===== src/rtl/uart_pkg.sv =====
// Shared types and helpers for the oversampled UART blocks.
package uart_pkg;

    typedef enum logic [1:0] {
        PAR_NONE,
        PAR_ODD,
        PAR_EVEN
    } parity_e;

    typedef enum logic [2:0] {
        IDLE,
        START,
        DATA,
        PARITY,
        STOP,
        BRK_WAIT
    } rx_state_e;

    // Rounded clock divider: clocks per oversample tick.
    function automatic int calc_div(input int clk_hz, input int baud, input int os);
        longint unsigned den;
        den = longint'(baud) * longint'(os);
        return int'((longint'(clk_hz) + den / 2) / den);
    endfunction

endpackage


===== src/rtl/uart_baud_tick.sv =====
// Oversample tick generator with per-bit sample index and mid/boundary strobes.
module uart_baud_tick #(
    parameter int DIV        = 27,
    parameter int OVERSAMPLE = 16,
    localparam int CW        = (DIV > 1) ? $clog2(DIV) : 1,
    localparam int SW        = $clog2(OVERSAMPLE)
) (
    input  logic          clk_i,
    input  logic          rst_i,
    input  logic          restart_i,
    input  logic          enable_i,
    output logic          tick_o,
    output logic [SW-1:0] sidx_o,
    output logic          mid_o,
    output logic          bound_o
);

    localparam logic [CW-1:0] CNT_LAST = CW'(DIV - 1);
    localparam logic [SW-1:0] S_LAST   = SW'(OVERSAMPLE - 1);
    localparam logic [SW-1:0] S_MID    = SW'(OVERSAMPLE / 2 + 1);

    logic [CW-1:0] cnt_q, cnt_d;
    logic [SW-1:0] s_q, s_d;

    assign tick_o  = enable_i && !restart_i && (cnt_q == CNT_LAST);
    assign sidx_o  = s_q;
    assign mid_o   = tick_o && (s_q == S_MID);
    assign bound_o = tick_o && (s_q == S_LAST);

    always_comb begin
        cnt_d = cnt_q;
        s_d   = s_q;
        if (restart_i || !enable_i) begin
            cnt_d = '0;
            s_d   = '0;
        end else if (tick_o) begin
            cnt_d = '0;
            s_d   = (s_q == S_LAST) ? '0 : s_q + 1'b1;
        end else begin
            cnt_d = cnt_q + 1'b1;
        end
    end

    always_ff @(posedge clk_i or posedge rst_i) begin
        if (rst_i) begin
            cnt_q <= '0;
            s_q   <= '0;
        end else begin
            cnt_q <= cnt_d;
            s_q   <= s_d;
        end
    end

endmodule


===== src/rtl/uart_rx_os.sv =====
// Oversampling UART receiver: majority-vote sampling, parity/framing/break
// detection, and a single-entry valid/ready output register with overrun flag.
module uart_rx_os import uart_pkg::*; #(
    parameter int      CLK_HZ      = 50_000_000,
    parameter int      BAUD        = 115200,
    parameter int      OVERSAMPLE  = 16,
    parameter int      DATA_BITS   = 8,
    parameter parity_e PARITY      = PAR_NONE,
    parameter int      STOP_BITS   = 1,
    parameter int      SYNC_STAGES = 2
) (
    input  logic                 aclk,
    input  logic                 areset,
    input  logic                 rx_serial,
    output logic [DATA_BITS-1:0] m_data,
    output logic                 m_valid,
    input  logic                 m_ready,
    output logic                 m_parity_err,
    output logic                 m_frame_err,
    output logic                 m_break,
    output logic                 overrun,
    output logic                 busy
);

    localparam int DIV = calc_div(CLK_HZ, BAUD, OVERSAMPLE);
    localparam int SW  = $clog2(OVERSAMPLE);
    localparam int BW  = $clog2(DATA_BITS);
    localparam logic [SW-1:0] S_V0      = SW'(OVERSAMPLE / 2 - 1);
    localparam logic [SW-1:0] S_V1      = SW'(OVERSAMPLE / 2);
    localparam logic [BW-1:0] BIT_LAST  = BW'(DATA_BITS - 1);
    localparam logic          STOP_LAST = 1'(STOP_BITS - 1);

    if (DIV < 2 || OVERSAMPLE < 8 || (OVERSAMPLE % 2) != 0 || DATA_BITS < 5 ||
        DATA_BITS > 9 || STOP_BITS < 1 || STOP_BITS > 2 || SYNC_STAGES < 2) begin : g_param_chk
        $error("uart_rx_os: unsupported parameter set (DIV=%0d)", DIV);
    end

    logic [SYNC_STAGES-1:0] sync_q;
    logic                   prev_q;
    logic                   line, fall;

    rx_state_e              state_q, state_d;
    logic [BW-1:0]          bit_cnt_q, bit_cnt_d;
    logic                   stop_cnt_q, stop_cnt_d;
    logic [DATA_BITS-1:0]   shift_q, shift_d;
    logic                   perr_q, perr_d, ferr_q, ferr_d;
    logic                   par_bit_q, par_bit_d, fs0_q, fs0_d;
    logic [1:0]             vote_q, vote_d;
    logic                   bit_val, par_exp, complete, brk, ferr_fin;

    logic [DATA_BITS-1:0]   m_data_q, m_data_d;
    logic                   m_valid_q, m_valid_d, m_perr_q, m_perr_d;
    logic                   m_ferr_q, m_ferr_d, m_brk_q, m_brk_d, overrun_q, overrun_d;

    logic                   tick, mid, bound;
    logic [SW-1:0]          sidx;

    assign line = sync_q[SYNC_STAGES-1];
    assign fall = prev_q && !line;

    uart_baud_tick #(
        .DIV        (DIV),
        .OVERSAMPLE (OVERSAMPLE)
    ) u_tick (
        .clk_i     (aclk),
        .rst_i     (areset),
        .restart_i (fall && (state_q == IDLE)),
        .enable_i  (state_q != IDLE),
        .tick_o    (tick),
        .sidx_o    (sidx),
        .mid_o     (mid),
        .bound_o   (bound)
    );

    // Third vote is the live line at the decision sample.
    assign bit_val = (vote_q[0] & vote_q[1]) | (vote_q[0] & line) | (vote_q[1] & line);
    assign par_exp = (PARITY == PAR_EVEN) ? ^shift_q : ~^shift_q;

    always_comb begin
        state_d    = state_q;
        bit_cnt_d  = bit_cnt_q;
        stop_cnt_d = stop_cnt_q;
        shift_d    = shift_q;
        perr_d     = perr_q;
        ferr_d     = ferr_q;
        par_bit_d  = par_bit_q;
        fs0_d      = fs0_q;
        vote_d     = vote_q;
        complete   = 1'b0;
        brk        = 1'b0;
        ferr_fin   = ferr_q | !bit_val;
        if (tick && sidx == S_V0) vote_d[0] = line;
        if (tick && sidx == S_V1) vote_d[1] = line;
        case (state_q)
            IDLE: begin
                if (fall) begin
                    state_d    = START;
                    bit_cnt_d  = '0;
                    stop_cnt_d = 1'b0;
                    perr_d     = 1'b0;
                    ferr_d     = 1'b0;
                    par_bit_d  = 1'b0;
                    fs0_d      = 1'b0;
                end
            end
            START: begin
                if (mid && bit_val) state_d = IDLE;
                else if (bound)     state_d = DATA;
            end
            DATA: begin
                if (mid) shift_d = {bit_val, shift_q[DATA_BITS-1:1]};
                if (bound) begin
                    if (bit_cnt_q == BIT_LAST) begin
                        bit_cnt_d = '0;
                        state_d   = (PARITY == PAR_NONE) ? STOP : uart_pkg::PARITY;
                    end else begin
                        bit_cnt_d = bit_cnt_q + 1'b1;
                    end
                end
            end
            uart_pkg::PARITY: begin
                if (mid) begin
                    par_bit_d = bit_val;
                    perr_d    = (bit_val != par_exp);
                end
                if (bound) state_d = STOP;
            end
            STOP: begin
                if (mid) begin
                    if (!bit_val)         ferr_d = 1'b1;
                    if (stop_cnt_q == 1'b0) fs0_d = !bit_val;
                    if (stop_cnt_q == STOP_LAST) begin
                        // Leave at mid-stop so a slightly early next start is caught.
                        complete = 1'b1;
                        brk      = (shift_q == '0) && !par_bit_q &&
                                   ((stop_cnt_q == 1'b0) ? !bit_val : fs0_q);
                        state_d  = brk ? BRK_WAIT : IDLE;
                    end
                end else if (bound) begin
                    stop_cnt_d = stop_cnt_q + 1'b1;
                end
            end
            BRK_WAIT: begin
                if (line) state_d = IDLE;
            end
            default: state_d = IDLE;
        endcase
    end

    always_comb begin
        m_data_d  = m_data_q;
        m_valid_d = m_valid_q;
        m_perr_d  = m_perr_q;
        m_ferr_d  = m_ferr_q;
        m_brk_d   = m_brk_q;
        overrun_d = 1'b0;
        if (m_valid_q && m_ready) m_valid_d = 1'b0;
        if (complete) begin
            if (m_valid_q && !m_ready) begin
                overrun_d = 1'b1;
            end else begin
                m_valid_d = 1'b1;
                m_data_d  = shift_q;
                m_perr_d  = perr_q;
                m_ferr_d  = ferr_fin;
                m_brk_d   = brk;
            end
        end
    end

    always_ff @(posedge aclk or posedge areset) begin
        if (areset) begin
            sync_q     <= '1;
            prev_q     <= 1'b1;
            state_q    <= IDLE;
            bit_cnt_q  <= '0;
            stop_cnt_q <= 1'b0;
            shift_q    <= '0;
            perr_q     <= 1'b0;
            ferr_q     <= 1'b0;
            par_bit_q  <= 1'b0;
            fs0_q      <= 1'b0;
            vote_q     <= '0;
            m_data_q   <= '0;
            m_valid_q  <= 1'b0;
            m_perr_q   <= 1'b0;
            m_ferr_q   <= 1'b0;
            m_brk_q    <= 1'b0;
            overrun_q  <= 1'b0;
        end else begin
            sync_q     <= {sync_q[SYNC_STAGES-2:0], rx_serial};
            prev_q     <= line;
            state_q    <= state_d;
            bit_cnt_q  <= bit_cnt_d;
            stop_cnt_q <= stop_cnt_d;
            shift_q    <= shift_d;
            perr_q     <= perr_d;
            ferr_q     <= ferr_d;
            par_bit_q  <= par_bit_d;
            fs0_q      <= fs0_d;
            vote_q     <= vote_d;
            m_data_q   <= m_data_d;
            m_valid_q  <= m_valid_d;
            m_perr_q   <= m_perr_d;
            m_ferr_q   <= m_ferr_d;
            m_brk_q    <= m_brk_d;
            overrun_q  <= overrun_d;
        end
    end

    assign m_data       = m_data_q;
    assign m_valid      = m_valid_q;
    assign m_parity_err = m_perr_q;
    assign m_frame_err  = m_ferr_q;
    assign m_break      = m_brk_q;
    assign overrun      = overrun_q;
    assign busy         = (state_q != IDLE);

endmodule


===== config.mk =====
export PLATFORM = sky130hd
export DESIGN_NAME = uart_rx_os
export DESIGN_NICKNAME = d
export VERILOG_FILES = /design/src/rtl/uart_pkg.sv /design/src/rtl/uart_baud_tick.sv /design/src/rtl/uart_rx_os.sv
export SDC_FILE = /design/constraint.sdc
export NUM_CORES = 1
export LEC_CHECK = 0
export ABC_AREA = 1
export BUFFER_PORTS_ARGS = -buffer_cell sky130_fd_sc_hd__buf_2
export CELL_PAD_IN_SITES_DETAIL_PLACEMENT = 0
export CELL_PAD_IN_SITES_GLOBAL_PLACEMENT = 1
export CORE_UTILIZATION = 25
export DETAILED_ROUTE_END_ITERATION = 10
export GPL_ROUTABILITY_DRIVEN = 0
export HOLD_SLACK_MARGIN = 0.1
export PLACE_DENSITY_LB_ADDON = 0.08
export SYNTH_ARGS = -nofsm -noshare
export SYNTH_HDL_FRONTEND = slang
export SYNTH_SLANG_ARGS = --single-unit

===== constraint.sdc =====
create_clock -name aclk -period 4.4 [get_ports aclk]
set_clock_uncertainty 0.05 [all_clocks]
set_input_delay 0.44 -clock aclk [delete_from_list [all_inputs] [get_ports aclk]]
set_output_delay 0.44 -clock aclk [all_outputs]
set_load 0.005 [all_outputs]

==> impl_table.tex, run 1 <==
\begin{tabular}{lr}
\hline
Metric & Value \\
\hline
\multicolumn{2}{l}{\textbf{CTS}} \\
\quad Number of H-tree levels & 2 \\
\quad Clock Tree Root & sky130\_fd\_sc\_hd\_\_clkbuf\_8 \\
\quad CTS tree & built \\
\quad Clk Latency, worst-skew pair & 300 ps \\
\quad Post-CTS Setup Repair Bufs & 0 \\
\quad Longest Clk Path Bufs & 2 \\
\quad Clock transition time at the flip-flop clock pins of the worst setup and hold paths & approximately 90 ps \\
\quad Sink Count & 46 \\
\quad Number of resized instances in the post-cts repair step & 0 \\
\quad Hold buffer count at CTS & 0 \\
\quad TritonCTS Buffers & 5 \\
\multicolumn{2}{l}{\textbf{Floorplan}} \\
\quad Site Rows & 35 \\
\quad Total Die Area & 0.009858 mm² \\
\quad Initial core utilization & 25.73\% \\
\quad Std-Cell Core Area & approximately 0.0092 mm² \\
\quad Die X & approximately 99 µm \\
\quad Number of top-level design ports & 18 \\
\quad Die height & $\sim$99 µm \\
\multicolumn{2}{l}{\textbf{Finish}} \\
\quad Design area & 0.002641 mm² \\
\quad Final antenna diode count & 0 \\
\quad \# fillers & 987 \\
\quad Post-layout instance count excluding filler cells & 399 \\
\quad Synth-to-Final Area Change & 11.63\% \\
\quad Number of nets in the layout & 302 \\
\quad Share of cells above drive strength 1 & 20.14\% \\
\multicolumn{2}{l}{\textbf{Power and ir drop}} \\
\quad Internal power consumption & between 600 and 700 µW \\
\quad Overall power after layout & between 1000 and 1500 µW \\
\quad Switching Fraction & 35.92\% \\
\quad Lkg Pwr & approximately 0.0013 µW \\
\quad Sequential Power Share & roughly 50\% \\
\quad Max VDD drop & 173.3 µV \\
\quad Total power density per cell area & a little under 400 mW/mm² \\
\quad Combinational share of power & 24.8\% \\
\quad Switching pwr & 369.9 µW \\
\quad Clock share of power & 25.5\% \\
\multicolumn{2}{l}{\textbf{Global route}} \\
\quad Global-route total usage across every layer & 11.30\% \\
\quad Largest net degree at the start of global routing & 47 \\
\quad First-pass GRT wire length & about 8.8 mm \\
\quad Initial antenna violation count & 0 \\
\quad Residual overflow from global routing & 0 \\
\quad Via count of the first global-routing pass & 1771 \\
\multicolumn{2}{l}{\textbf{Timing}} \\
\quad Final hold violations & 0 \\
\quad Shortest period the worst path allows & 1781 ps \\
\quad Maximum clock frequency & about 0.56 GHz \\
\quad Final sum of negative setup slack & 0 ps \\
\quad Actual slew at the worst max-slew pin & about 1000 ps \\
\quad Finish-stage setup viols & 0 \\
\quad Final period util & around two fifths \\
\quad Setup repair after global routing missed its margin & no \\
\quad Setup slack of the critical path after layout & 2619 ps \\
\quad Worst slew margin & between 30 and 40\% \\
\quad Final slew viol count & 0 \\
\multicolumn{2}{l}{\textbf{Routing}} \\
\quad Number of remaining DRC errors & 0 \\
\quad Number of violations reported at the end of detailed-routing iteration 0 & 33 \\
\quad Final antenna-violating net count & 0 \\
\quad Avg Vias per Cell & 4.266 \\
\quad Total detailed-routing wirelength & around 5 mm \\
\quad Pre-Repair DR Iteration Count & 4 \\
\quad Drt wl/cell & 12.47 µm \\
\quad Overall via count from detail\_route & 1702 \\
\multicolumn{2}{l}{\textbf{Hold path}} \\
\quad Class of the tightest hold or removal check & input pin to register \\
\quad WHS Path Cells & 1 \\
\quad Worst hold path startpoint & rx\_serial \\
\quad Hold Path End & sync\_q[0] \\
\multicolumn{2}{l}{\textbf{Worst setup path}} \\
\quad Crit-path slowest cell & sky130\_fd\_sc\_hd\_\_dfrtp\_1 \\
\quad Cell chain of the critical path & inv\_1, ha\_1, nand2\_1, nor2\_4, nand2\_4, inv\_6, nand2\_8, inv\_4, nand3\_4, clkinv\_4, nand2\_1, o21ai\_2, inv\_1 \\
\quad Data arrival time of the critical path & 1930 ps \\
\quad Worst Path Buf+Inv & 5 \\
\quad Crit Path Class & register to register \\
\quad Maximum single-stage delay on the critical path & roughly 430 ps \\
\quad Flop2flop setup slack & about 2600 ps \\
\quad Worst R2R End & m\_data[2] \\
\quad Cell family contributing the most delay on the critical path & simple AND/OR/NAND/NOR gates \\
\quad Start point of the critical path & u\_tick.cnt\_q[0] \\
\quad Worst r2r src & u\_tick.cnt\_q[0] \\
\quad Critical Path Start Type & register \\
\quad Critical Path RT & 4550 ps \\
\quad Worst R2R Path Depth & 13 \\
\quad Top fanout value on the critical path & 18 \\
\quad Critical path endpoint category & register \\
\multicolumn{2}{l}{\textbf{Yosys}} \\
\quad Register bit total from synthesis & 46 \\
\quad Area fraction of the dominant cell type after synthesis & 45.48\% \\
\quad Cell variety after synth & 34 \\
\quad Post-synthesis cell type with the largest combined area & sky130\_fd\_sc\_hd\_\_dfrtp\_1 \\
\quad Mapped Avg Cell Area & 8.928 µm² \\
\quad Net count of the mapped netlist & 280 \\
\quad Combined area of all synthesized cells & $\sim$0.0024 mm² \\
\quad Mapped Cells & 265 \\
\quad Warnings from Yosys & 0 \\
\quad Leading cell types by total area after synthesis & sky130\_fd\_sc\_hd\_\_dfrtp\_1, sky130\_fd\_sc\_hd\_\_nand2\_1, sky130\_fd\_sc\_hd\_\_inv\_1 \\
\quad Fraction of the yosys area taken by sequential cells & roughly half \\
\multicolumn{2}{l}{\textbf{Place}} \\
\quad Dpl cell area & 0.002559 mm² \\
\quad DP HPWL & 3.700 mm \\
\quad Post-placement worst setup slack & about 2600 ps \\
\quad Number of buffers inserted by port buffering & 17 \\
\quad Number of placed cells counting well taps & 391 \\
\multicolumn{2}{l}{\textbf{Outcome}} \\
\quad Status & finished clean \\
\multicolumn{2}{l}{\textbf{Run}} \\
\quad Total of max-cap violations & 0 \\
\hline
\end{tabular}
[placed cells by master (no fill, tap or decap)]
| cell type | count |
|---|---|
| sky130_fd_sc_hd__inv_4 | 1 |
| sky130_fd_sc_hd__inv_1 | 42 |
| sky130_fd_sc_hd__xor2_1 | 2 |
| sky130_fd_sc_hd__nor2_2 | 2 |
| sky130_fd_sc_hd__dfstp_2 | 3 |
| sky130_fd_sc_hd__nand4_1 | 5 |
| sky130_fd_sc_hd__o22ai_1 | 2 |
| sky130_fd_sc_hd__clkbuf_8 | 5 |
| sky130_fd_sc_hd__nand3_4 | 1 |
| sky130_fd_sc_hd__inv_6 | 1 |
| sky130_fd_sc_hd__or2_2 | 2 |
| sky130_fd_sc_hd__ha_1 | 11 |
| sky130_fd_sc_hd__clkinv_2 | 2 |
| sky130_fd_sc_hd__xnor2_1 | 4 |
| sky130_fd_sc_hd__clkbuf_1 | 1 |
| sky130_fd_sc_hd__o21ai_0 | 19 |
| sky130_fd_sc_hd__nor2_1 | 13 |
| sky130_fd_sc_hd__o21ai_1 | 1 |
| sky130_fd_sc_hd__nand2_1 | 62 |
| sky130_fd_sc_hd__o21ai_2 | 9 |
| sky130_fd_sc_hd__buf_2 | 17 |
| sky130_fd_sc_hd__nand2_2 | 2 |
| sky130_fd_sc_hd__a31o_2 | 1 |
| sky130_fd_sc_hd__o21a_1 | 1 |
| sky130_fd_sc_hd__nor2_4 | 3 |
| sky130_fd_sc_hd__inv_2 | 3 |
| sky130_fd_sc_hd__a21oi_1 | 1 |
| sky130_fd_sc_hd__nand2_8 | 1 |
| sky130_fd_sc_hd__nand3_1 | 18 |
| sky130_fd_sc_hd__o32ai_1 | 1 |
| sky130_fd_sc_hd__clkinv_4 | 1 |
| sky130_fd_sc_hd__a21oi_2 | 1 |
| sky130_fd_sc_hd__nand2_4 | 3 |
| sky130_fd_sc_hd__and3_1 | 1 |
| sky130_fd_sc_hd__dfrtp_1 | 43 |
| sky130_fd_sc_hd__nor3_1 | 3 |
[cell families after synthesis]
family | after synthesis | share of synthesized area [%]
xor+xnor | 6 | 2.221
simple gates | 116 | 23.96
flops | 46 | 48.81
buf+inv | 50 | 9.466
compound gates | 36 | 9.730
fa+ha+maj | 11 | 5.817
[cell usage after synthesis]
cell type,count
sky130_fd_sc_hd__nor2_2,2
sky130_fd_sc_hd__clkinv_4,1
sky130_fd_sc_hd__nand2_8,1
sky130_fd_sc_hd__nand3_1,18
sky130_fd_sc_hd__nor2_4,3
sky130_fd_sc_hd__o21ai_1,1
sky130_fd_sc_hd__o21a_1,1
sky130_fd_sc_hd__dfrtp_1,43
sky130_fd_sc_hd__inv_2,2
sky130_fd_sc_hd__buf_6,1
sky130_fd_sc_hd__nand2_2,2
sky130_fd_sc_hd__ha_1,11
sky130_fd_sc_hd__and3_1,1
sky130_fd_sc_hd__nand2_4,3
sky130_fd_sc_hd__o32ai_1,1
sky130_fd_sc_hd__a21oi_2,1
sky130_fd_sc_hd__nand2_1,62
sky130_fd_sc_hd__nor3_1,3
sky130_fd_sc_hd__inv_6,1
sky130_fd_sc_hd__buf_12,1
sky130_fd_sc_hd__a31o_2,1
sky130_fd_sc_hd__xor2_1,2
sky130_fd_sc_hd__dfstp_2,3
sky130_fd_sc_hd__o21ai_0,19
sky130_fd_sc_hd__o21ai_2,9
sky130_fd_sc_hd__nor2_1,13
sky130_fd_sc_hd__nand4_1,5
sky130_fd_sc_hd__inv_1,43
sky130_fd_sc_hd__or2_2,2
sky130_fd_sc_hd__xnor2_1,4
sky130_fd_sc_hd__inv_4,1
sky130_fd_sc_hd__nand3_4,1
sky130_fd_sc_hd__o22ai_1,2
sky130_fd_sc_hd__a21oi_1,1
[final cells by class]
type | count | area, µm² | area share, %
well taps | 111 | 138.9 | 5.258
flip-flops and latches | 46 | 1155 | 43.72
clock buffers | 6 | 72.57 | 2.748
inverters | 48 | 192.7 | 7.295
multi-input cells | 169 | 987.2 | 37.38
clock inverters | 2 | 10.01 | 0.3790
repair buffers | 17 | 85.08 | 3.221
[registers in the layout, indices dropped and copies added (netlist names), 2 cells and up]
signal / flops
bit_cnt_q: 3
m_data: 8
shift_q: 8
state_q: 3
sync_q: 2
u_tick.cnt_q: 5
u_tick.sidx_o: 4
vote_q: 2
[power groups by stage]
stage	Clock (µW)	Sequential, µW	Combinational, µW
final	263	511	256
after floorplan	0	509	199
after global placement	0	520	271
after global routing	292	519	301
after detailed placement	0	520	264
after CTS	275	512	265
[per-layer routing]
metal  track usage [%]  wire [µm]
met5                 0          0
met2             17.90       2168
met1             15.53       2674
met4             3.054         42
met3             2.530         91
[worst max-delay path by stage]
stage | endpoint | slack (ps) | depth (start not counted)
2_1_floorplan | m_data[0] | 2750 | 14
3_3_place_gp | m_data[2] | 2590 | 13
3_5_place_dp | m_data[2] | 2590 | 13
4_1_cts | m_data[2] | 2580 | 13
5_1_grt | m_data[7] | 2430 | 13
6_report | m_data[2] | 2620 | 13
[stage by stage]
step | utilization [%] | hold WS [ps]
2_1_floorplan | - | 295.2
3_3_place_gp | 27.82 | 296.5
3_5_place_dp | 27.82 | 296.8
4_1_cts | 28.72 | 169.2
5_1_grt | 28.72 | 158.9
6_report | 28.72 | 179.4
No activity file was read; power rests on OpenSTA's default activity.
==> run 2: changes to the inputs <==
==> constraint.sdc (replaced) <==
create_clock -name aclk -period 1.8 [get_ports aclk]
set_clock_uncertainty 0.05 [all_clocks]
set_input_delay 0.18 -clock aclk [delete_from_list [all_inputs] [get_ports aclk]]
set_output_delay 0.18 -clock aclk [all_outputs]
set_load 0.005 [all_outputs]
==> run 2 against run 1 <==
Non-clock buffer count is 17 higher. Sequential share of layout area shrank 3.2 points. Sequential power is 140% higher. Clock power rose to 3.0 times the previous value. Largest cell class unchanged. Largest power group unchanged. Highest routed layer unchanged.
==> impl_table.tex, run 2 (synthesis gave the netlist of run 1 again) <==
\begin{tabular}{lr}
\hline
Metric & Value \\
\hline
\multicolumn{2}{l}{\textbf{Outcome}} \\
\quad Status & finished clean (unchanged) \\
\multicolumn{2}{l}{\textbf{Finish}} \\
\quad Multi-input logic area & 0.001002 mm² (was 987.2 µm²) \\
\quad Most common cell after layout, fill and taps aside & sky130\_fd\_sc\_hd\_\_nand2\_1 (unchanged) \\
\quad Number of nets in the layout & 319 (was 302) \\
\quad Final antenna diode count & 0 (unchanged) \\
\quad Leading cell types in the layout, fill and taps excluded & sky130\_fd\_sc\_hd\_\_nand2\_1, sky130\_fd\_sc\_hd\_\_inv\_1, sky130\_fd\_sc\_hd\_\_dfrtp\_1 (was sky130\_fd\_sc\_hd\_\_nand2\_1, sky130\_fd\_sc\_hd\_\_dfrtp\_1, sky130\_fd\_sc\_hd\_\_inv\_1) \\
\quad Seq. cell area & 0.001156 mm² (was 0.001155 mm²) \\
\quad Synth-to-Final Area Change & 20.47\% (was 11.63\%) \\
\quad Share of cells above drive strength 1 & 25.57\% (was 20.14\%) \\
\quad \# fillers & 990 (was 987) \\
\multicolumn{2}{l}{\textbf{Global route}} \\
\quad Residual overflow from global routing & 0 (unchanged) \\
\quad Largest net degree at the start of global routing & 47 (unchanged) \\
\quad Via count of the first global-routing pass & 1768 (was 1771) \\
\quad First-pass GRT wire length & 8.852 mm (was 8.763 mm) \\
\quad Initial antenna violation count & 0 (unchanged) \\
\quad Global-route total usage across every layer & 11.54\% (was 11.30\%) \\
\multicolumn{2}{l}{\textbf{Floorplan}} \\
\quad Die height & 99.29 µm (unchanged) \\
\quad Initial core utilization & 25.73\% (unchanged) \\
\quad Die X & 99.29 µm (unchanged) \\
\quad Std-Cell Core Area & 0.009196 mm² (unchanged) \\
\quad Number of top-level design ports & 18 (unchanged) \\
\quad Total Die Area & 0.009858 mm² (unchanged) \\
\quad Site Rows & 35 (unchanged) \\
\multicolumn{2}{l}{\textbf{Routing}} \\
\quad Pre-Repair DR Iteration Count & 4 (unchanged) \\
\quad Drt wl/cell & 12.24 µm (was 12.47 µm) \\
\quad Number of violations reported at the end of detailed-routing iteration 0 & 49 (was 33) \\
\quad Avg Vias per Cell & 4.296 (was 4.266) \\
\quad Final antenna-violating net count & 0 (unchanged) \\
\quad Total detailed-routing wirelength & 5.093 mm (was 4.976 mm) \\
\quad Overall via count from detail\_route & 1787 (was 1702) \\
\quad Number of remaining DRC errors & 0 (unchanged) \\
\multicolumn{2}{l}{\textbf{Worst setup path}} \\
\quad Crit Path Class & register to register (unchanged) \\
\quad Data arrival time of the critical path & 1810 ps (was 1930 ps) \\
\quad Critical Path Start Type & register (unchanged) \\
\quad Critical Path RT & 1960 ps (was 4550 ps) \\
\quad Critical path endpoint category & register (unchanged) \\
\quad Top fanout value on the critical path & 15 (was 18) \\
\multicolumn{2}{l}{\textbf{Timing}} \\
\quad Final slew viol count & 0 (unchanged) \\
\quad Final period util & 92.08\% (was 40.48\%) \\
\quad Setup slack of the critical path after layout & 142.6 ps (was 2619 ps) \\
\quad Worst hold-check slack & 152.6 ps (was 179.4 ps) \\
\quad Maximum clock frequency & 0.6034 GHz (was 0.5615 GHz) \\
\quad Finish-stage setup viols & 0 (unchanged) \\
\quad Worst slew margin & 80.99\% (was 32.25\%) \\
\quad Actual slew at the worst max-slew pin & 284.2 ps (was 1015 ps) \\
\quad Final hold violations & 0 (unchanged) \\
\quad Shortest period the worst path allows & 1657 ps (was 1781 ps) \\
\multicolumn{2}{l}{\textbf{CTS}} \\
\quad TritonCTS Buffers & 5 (unchanged) \\
\quad Number of H-tree levels & 2 (unchanged) \\
\quad Clock Tree Root & sky130\_fd\_sc\_hd\_\_clkbuf\_8 (unchanged) \\
\quad Longest Clk Path Bufs & 2 (unchanged) \\
\quad Clock transition time at the flip-flop clock pins of the worst setup and hold paths & 90 ps (about the same) \\
\quad Clk Latency, worst-skew pair & 300 ps (about the same) \\
\quad Sink Count & 46 (unchanged) \\
\quad CTS tree & built (unchanged) \\
\multicolumn{2}{l}{\textbf{Hold path}} \\
\quad Class of the tightest hold or removal check & input pin to register (unchanged) \\
\multicolumn{2}{l}{\textbf{Power and ir drop}} \\
\quad Max VDD drop & 368.1 µV (was 173.3 µV) \\
\quad Lkg Pwr & 0.001407 µW (was 0.001308 µW) \\
\quad Total power density per cell area & 967.3 mW/mm² (was 389.9 mW/mm²) \\
\quad Overall power after layout & 2757 µW (was 1030 µW) \\
\multicolumn{2}{l}{\textbf{Place}} \\
\quad Number of buffers inserted by port buffering & 17 (unchanged) \\
\quad DP HPWL & 3.714 mm (was 3.700 mm) \\
\quad Post-placement worst setup slack & 76.90 ps (was 2590 ps) \\
\multicolumn{2}{l}{\textbf{Run}} \\
\quad Total of max-cap violations & 0 (unchanged) \\
\hline
\end{tabular}
-- run 2: cell count changes in the layout (fill, tap and decap cells not counted), moves of 2 or more --
cell                            change
sky130_fd_sc_hd__buf_4             +13
sky130_fd_sc_hd__buf_12             +2
sky130_fd_sc_hd__clkinv_2           -2
sky130_fd_sc_hd__dlygate4sd3_1      +2
sky130_fd_sc_hd__nor2_1             -2
sky130_fd_sc_hd__nor2_2             +2
-- run 2: critical path: stages, from the launching register on --
cell and delay, ps:
sky130_fd_sc_hd__dfrtp_1 410, sky130_fd_sc_hd__ha_1 190, sky130_fd_sc_hd__nand2_1 100, sky130_fd_sc_hd__nor2_4 60, sky130_fd_sc_hd__nand2_4 80, sky130_fd_sc_hd__inv_6 60, sky130_fd_sc_hd__nand2_8 70, sky130_fd_sc_hd__inv_4 40
sky130_fd_sc_hd__nand3_4 100, sky130_fd_sc_hd__clkinv_8 110, sky130_fd_sc_hd__buf_4 160, sky130_fd_sc_hd__o21ai_2 90, sky130_fd_sc_hd__inv_1 40
-- run 2: final timing paths --
path | start | to | slack (ps) | cells past startpoint
max | u_tick.cnt_q[1] | m_data[6] | 140 | 12
min | m_ready | overrun | 150 | 4
max in group asynchronous | areset | sync_q[1] | 1020 | 4
min reg2reg | sync_q[0] | sync_q[1] | 320 | 0
min in group asynchronous | areset | m_data[2] | 400 | 4
max reg2reg | u_tick.cnt_q[1] | m_data[6] | 140 | 12
-- run 2: report_power, final --
part	internal (µW)	leakage (µW)	total, µW	switching [µW]
registers	1130	0.000611	1230	96.3
clock network	415	0.0000514	789	374
logic	277	0.000744	737	461
total	1830	0.00141	2760	931
-- run 2: stage by stage --
stage,instances,area (µm²),TNS (ps),util (%)
2_1_floorplan,265,2366,0,-
3_3_place_gp,401,2646,0,28.78
3_5_place_dp,401,2646,0,28.78
4_1_cts,411,2776,0,30.19
5_1_grt,416,2850,-3.837,30.99
6_report,416,2850,0,30.99
-- run 2: cell type report --
type / instances / area share, %
inverter: 48 / 7.024
sequential: 46 / 40.56
tap: 111 / 4.873
timing repair buffer: 34 / 8.516
multi-input combinational: 169 / 35.16
clock buffer: 6 / 2.546
clock inverter: 2 / 1.317
-- run 2: what timing repair did --
item	4_1_cts	5_1_grt
resized for setup	0	7
endpoints found under the hold margin	44	0
hold buffers	2	0
endpoints found under the setup margin	0	24
setup buffers	0	5
-- run 2: metal layers --
layer	global-route usage, %	part of all wire, %
met1	15.85	51
met2	17.90	45
met3	2.530	2.5
met4	4.072	1.4
met5	0	0
